<file path="src/rtl/uart_tx_arbiter.sv">
// Round-robin arbiter that feeds one UART transmitter from NUM_REQ byte sources.
// Each accepted frame gets a one-cycle tx_start, and a watchdog bounds the wait for tx_done.
module uart_tx_arbiter #(
  parameter int unsigned DATA_BITS      = 8,
  parameter int unsigned NUM_REQ        = 4,
  parameter int unsigned TIMEOUT_CYCLES = 1048576,
  localparam int unsigned GW = (NUM_REQ > 1) ? $clog2(NUM_REQ) : 1,
  localparam int unsigned CW = (TIMEOUT_CYCLES > 1) ? $clog2(TIMEOUT_CYCLES) : 1
) (
  input  logic                         clk,
  input  logic                         reset,
  input  logic                         cfg_en,
  input  logic [3:0]                   cfg_d_bits,
  input  logic [5:0]                   cfg_stop_ticks,
  input  logic [NUM_REQ-1:0]           req_valid,
  input  logic [NUM_REQ*DATA_BITS-1:0] req_data,
  output logic [NUM_REQ-1:0]           req_ready,
  output logic                         tx_start,
  output logic [DATA_BITS-1:0]         tx_din,
  output logic [3:0]                   tx_d_bits,
  output logic [5:0]                   tx_stop_ticks,
  input  logic                         tx_done,
  output logic                         busy,
  output logic [GW-1:0]                grant_id,
  output logic                         xfer_done,
  output logic                         err_timeout,
  input  logic                         err_clr
);

  typedef enum logic [1:0] {StIdle, StLaunch, StWait} state_e;

  localparam logic [CW-1:0] CntMax = CW'(TIMEOUT_CYCLES - 1);

  state_e               state_q, state_d;
  logic [CW-1:0]        cnt_q, cnt_d;
  logic [GW-1:0]        last_grant_q, last_grant_d;
  logic [GW-1:0]        grant_q, grant_d;
  logic [DATA_BITS-1:0] tx_din_q, tx_din_d;
  logic [3:0]           d_bits_q, d_bits_d;
  logic [5:0]           stop_q, stop_d;
  logic                 tx_start_q, tx_start_d;
  logic                 xfer_done_q, xfer_done_d;
  logic                 err_q, err_d;

  logic                 win_found;
  logic [GW-1:0]        win_idx;
  logic                 accept;
  logic [DATA_BITS-1:0] req_arr [NUM_REQ];

  for (genvar g = 0; g < NUM_REQ; g++) begin : gen_unpack
    assign req_arr[g] = req_data[g*DATA_BITS +: DATA_BITS];
  end

  // First valid requester searching upward from the slot after the last grant.
  always_comb begin
    int unsigned   idx;
    logic [GW-1:0] idx_w;
    win_found = 1'b0;
    win_idx   = '0;
    idx       = 0;
    idx_w     = '0;
    for (int unsigned i = 1; i <= NUM_REQ; i++) begin
      idx   = (32'(last_grant_q) + i) % NUM_REQ;
      idx_w = GW'(idx);
      if (!win_found && req_valid[idx_w]) begin
        win_found = 1'b1;
        win_idx   = idx_w;
      end
    end
  end

  // Gated by reset so req_ready is already low during the reset cycle.
  assign accept    = reset && cfg_en && win_found && (state_q == StIdle);
  assign req_ready = accept ? (NUM_REQ'(1) << win_idx) : '0;
  assign busy      = (state_q != StIdle);

  always_comb begin
    state_d      = state_q;
    cnt_d        = cnt_q;
    last_grant_d = last_grant_q;
    grant_d      = grant_q;
    tx_din_d     = tx_din_q;
    d_bits_d     = d_bits_q;
    stop_d       = stop_q;
    tx_start_d   = 1'b0;
    xfer_done_d  = 1'b0;
    err_d        = err_clr ? 1'b0 : err_q;

    unique case (state_q)
      StIdle: begin
        if (accept) begin
          state_d    = StLaunch;
          tx_start_d = 1'b1;
          grant_d    = win_idx;
          tx_din_d   = req_arr[win_idx];
          d_bits_d   = ((cfg_d_bits == 4'd0) || (32'(cfg_d_bits) > DATA_BITS)) ?
                       4'(DATA_BITS) : cfg_d_bits;
          stop_d     = (cfg_stop_ticks == 6'd0) ? 6'd16 : cfg_stop_ticks;
        end
      end
      StLaunch: begin
        state_d = StWait;
        cnt_d   = '0;
      end
      StWait: begin
        if (tx_done) begin
          xfer_done_d  = 1'b1;
          last_grant_d = grant_q;
          state_d      = StIdle;
        end else if (cnt_q == CntMax) begin
          // A timeout wins over a same-cycle err_clr.
          err_d        = 1'b1;
          last_grant_d = grant_q;
          state_d      = StIdle;
        end else begin
          cnt_d = cnt_q + 1'b1;
        end
      end
      default: state_d = StIdle;
    endcase
  end

  always_ff @(posedge clk) begin
    if (!reset) begin
      state_q      <= StIdle;
      cnt_q        <= '0;
      last_grant_q <= GW'(NUM_REQ - 1);
      grant_q      <= '0;
      tx_din_q     <= '0;
      d_bits_q     <= 4'(DATA_BITS);
      stop_q       <= 6'd16;
      tx_start_q   <= 1'b0;
      xfer_done_q  <= 1'b0;
      err_q        <= 1'b0;
    end else begin
      state_q      <= state_d;
      cnt_q        <= cnt_d;
      last_grant_q <= last_grant_d;
      grant_q      <= grant_d;
      tx_din_q     <= tx_din_d;
      d_bits_q     <= d_bits_d;
      stop_q       <= stop_d;
      tx_start_q   <= tx_start_d;
      xfer_done_q  <= xfer_done_d;
      err_q        <= err_d;
    end
  end

  assign tx_start      = tx_start_q;
  assign tx_din        = tx_din_q;
  assign tx_d_bits     = d_bits_q;
  assign tx_stop_ticks = stop_q;
  assign grant_id      = grant_q;
  assign xfer_done     = xfer_done_q;
  assign err_timeout   = err_q;

endmodule

</file>
<file path="config.mk">
export PLATFORM = sky130hd
export DESIGN_NAME = uart_tx_arbiter
export DESIGN_NICKNAME = d
export VERILOG_FILES = /design/src/rtl/uart_tx_arbiter.sv
export SDC_FILE = /design/constraint.sdc
export NUM_CORES = 1
export LEC_CHECK = 0
export CAP_MARGIN = 15
export CORE_UTILIZATION = 44
export CTS_BUF_LIST = sky130_fd_sc_hd__clkbuf_2
export DETAILED_ROUTE_END_ITERATION = 8
export PLACE_DENSITY = 0.76
export SLEW_MARGIN = 0
export SYNTH_ARGS = -nofsm -noshare
export SYNTH_HDL_FRONTEND = slang
export SYNTH_SLANG_ARGS = --single-unit
</file>
<file path="constraint.sdc">
create_clock -name clk -period 2 [get_ports clk]
set_clock_uncertainty 0.05 [all_clocks]
set_input_delay 0.3 -clock clk [delete_from_list [all_inputs] [get_ports clk]]
set_output_delay 0.3 -clock clk [all_outputs]
set_load 0.01 [all_outputs]
</file>
==> flow_summary.ini, run 1 <==
[timing]
rsz0062_at_grt = yes
fin_ws_ns = -0.199
min_period_over_period_pct = 110
final-setup-viol-count = 4
fmaxAchievable_ghz = 0.455
hold_ws_ns = 0.338
maxSlewViolCount = 0
period_needed_ns = 2.20
worstMarginPinSlew_ns = 0.455
hold_viol = 0
relSlewSlack_pct = 69.2

[synthesis]
synth_seq_area_share_pct = 36.5
syn_area_um2 = 2570
syn_area_per_cell_um2 = 8.61
synthCells = 299
postSynth.asyncResetShare_pct = 0
synth_edf_count = 0
ys_seq_elements = 47
synth_flop_cell = dfxtp_1
ys_types = 59
yosysWarnings = 0
synth.net_count = 351

[place]
place_hpwl_um = 5460
gp_congestion = 0.858
place_ws_ns = -0.472
portBuffers = 78
dp_cells = 474

[die]
core_area_um2 = 5570
rows = 27
die_w_um = 78.5
start_util_pct = 46.2
top_level_ports = 79
die_height_um = 78.5
die_area_um2 = 6160

[critical_path]
critPathMaxStageDelay_ns = 0.45
cp_max_fo = 8
required_ns = 1.65
r2r-end = cnt_q[12]$_SDFFE_PN0P_
r2r_slack_ns = 0.05
timing.rr.start = cnt_q[1]$_SDFFE_PN0P_
end_kind = primary output
r2r_cells = 6
crit_type = register to primary output
path_cells = mux2i_1, o22ai_2, a21o_1, buf_6, and3_4, buf_6
crit_arrival_ns = 1.85
cp-start-kind = register
crit_end = req_ready[1]
cpMostUsedCell = buf_6
cp-startpoint = last_grant_q[1]$_SDFFE_PN1P_
slowest_stage = dfxtp_4

[power]
vdd_ir_drop_max_v = 0.000306
powerDensity_nw_per_um2 = 485
leakagePower_nw = 1.54
power_w = 0.00189

[grt]
track_usage_pct = 25.4
antenna_found_initial = 0
grt_remaining_overflow = 0
grt_pass1_wl_um = 12400
grt_pass1_vias = 2675
grt_max_degree = 24

[layout]
fillers = 465
nets = 472
drive_gt1_share_pct = 25.2
final_cells = 493
regArea_um2 = 950
area_delta_synth_final_pct = 51.3
multiInputGateArea_um2 = 1580
final_util_pct = 69.9
antenna_cells = 0

[clocking]
clk_latency_ns = 0.44
cts_root_buffer = clkbuf_2
cts_buffer_depth = 2
clk_pin_slew_ns = 0.26
cts_tree = done
clkSinkCount = 47
cts_buffers = 5
cts.htree.levels = 2

[drt]
firstDrtPassIters = 4
vias_per_cell = 5.56
drt_iter0_drc = 169
route.detailed.drc = 0
vias = 2743
drt_wl_total_um = 7800
wl_per_cell_um = 15.8
postRouteAntennaNets = 0

[status]
outcome = finished with violations
violations = setup timing

[min_path]
hold_path_class = primary input to register
hold_depth = 3

[run]
max_cap_violations = 0
## Yosys cell counts (3+ instances only)
| master | instances | area [um^2] |
|---|---|---|
| nor3b_1 | 6 | 45.0 |
| nand3_1 | 21 | 105 |
| mux2_2 | 5 | 56.3 |
| clkbuf_1 | 9 | 33.8 |
| o22ai_1 | 5 | 31.3 |
| o21ai_0 | 6 | 30.0 |
| dfxtp_1 | 47 | 941 |
| mux2i_1 | 12 | 120 |
| o211ai_1 | 6 | 45.0 |
| buf_6 | 3 | 33.8 |
| and3_1 | 5 | 31.3 |
| nand3b_1 | 4 | 30.0 |
| a31oi_1 | 3 | 18.8 |
| buf_4 | 3 | 22.5 |
| a21o_1 | 7 | 52.6 |
| nor3_1 | 5 | 25.0 |
| a21oi_1 | 20 | 100 |
| nor2b_1 | 3 | 18.8 |
| o2111ai_1 | 3 | 26.3 |
| nand4_1 | 3 | 18.8 |
| nand2_1 | 29 | 109 |
| nand2b_1 | 6 | 37.5 |
| xor2_1 | 4 | 35.0 |
| inv_1 | 11 | 41.3 |
| nor2_1 | 21 | 78.8 |
| a211oi_1 | 12 | 90.1 |
## cells in the final DEF (no fill, tap or decap), types with 3 or more instances in the layout
cell             instances
o22ai_1                  4
nor2_1                  19
nor3_1                   4
a21o_1                   7
dfxtp_2                  4
nand2b_1                 6
inv_1                   11
clkbuf_2                 6
buf_2                    3
mux2_2                   5
xor2_1                   4
nand2_1                 28
and3_1                   4
nand3b_1                 4
nor3b_1                  5
nand3_1                 21
buf_6                    4
nand4_1                  3
a21oi_1                 19
a211oi_1                12
buf_4                   47
a31oi_1                  3
o21ai_0                  5
mux2i_1                 12
dfxtp_1                 42
clkdlybuf4s50_1         71
o211ai_1                 6
## worst min-delay path by stage
stage / start / end / slack, ns
2_1_floorplan: cfg_stop_ticks[0] / tx_stop_ticks[0]$_SDFFE_PN0P_ / 0.39
3_3_place_gp: tx_stop_ticks[1]$_SDFFE_PN0P_ / tx_stop_ticks[1]$_SDFFE_PN0P_ / 0.39
3_5_place_dp: tx_stop_ticks[0]$_SDFFE_PN0P_ / tx_stop_ticks[0]$_SDFFE_PN0P_ / 0.40
4_1_cts: cfg_stop_ticks[3] / tx_stop_ticks[3]$_SDFFE_PN0P_ / 0.32
5_1_grt: cfg_stop_ticks[2] / tx_stop_ticks[2]$_SDFFE_PN0P_ / 0.34
6_report: cfg_stop_ticks[3] / tx_stop_ticks[3]$_SDFFE_PN0P_ / 0.34
## flip-flops by register name, summed over array words and instances, names as in the netlist
signal and count:
grant_id 2, tx_d_bits 4, tx_din 8, last_grant_q 2
xfer_done 1, tx_start 1, cnt_q 20, state_q 2
tx_stop_ticks 6, err_timeout 1
## critical path, delay by kind of cell, from the launching register on
family	cells	cell delay, ns
flops	1	0.45
compound gates	2	0.34
buf+inv	2	0.24
mux	1	0.22
simple gates	1	0.16
## stage by stage
stage	TNS [ns]	cell area (um^2)
2_1_floorplan	-0.0415	2590
3_3_place_gp	-3.48	3690
3_5_place_dp	-4.08	3690
4_1_cts	-0.421	3830
5_1_grt	-0.912	3890
6_report	-0.647	3890
## where the power goes
group | internal, W | switching (W)
clock | 0.0000841 | 0.000325
sequential | 0.000977 | 0.0000232
combinational | 0.000271 | 0.000209
## routing by layer
metal	vias to the layer above	GRT usage, %	share of wire [%]
li1	1336	-	-
met1	1304	28.4	41
met2	83	46.0	51
met3	20	6.05	5.5
met4	0	9.44	2.5
met5	-	0	0
## logic make-up (layout without fill, tap and decap cells)
family	after synthesis	in the layout	share of synthesized area (%)
multiplexers	18	18	7.29
adder cells (fa/ha/maj)	1	1	0.486
AO/OA/AOI/OAI	74	74	21.2
AND/OR/NAND/NOR	125	126	27.2
XOR/XNOR	5	5	1.70
buffers and inverters	29	150	5.64
flip-flops	47	47	36.5
## layout make-up
type,instances,share of cell area [%]
clock inverters,3,0.514
well taps,72,2.31
flip-flops and latches,47,24.4
clock buffers,5,0.642
multi-input cells,224,40.5
repair buffers,130,30.5
inverters,12,1.16
## repair_timing
action,in CTS,in global routing
endpoints found under the setup margin,16,23
cloned,1,1
hold buffers,0,0
pin swaps,5,7
resized for setup,29,15
buffers inserted,6,3
(Power assumes the default switching activity.)
==> inputs of run 2 (changes only) <==
Settings changed: GPL_ROUTABILITY_DRIVEN set to 1.
==> results of run 2 <==
Final layout, timing and power as in run 1 (identical DEF).
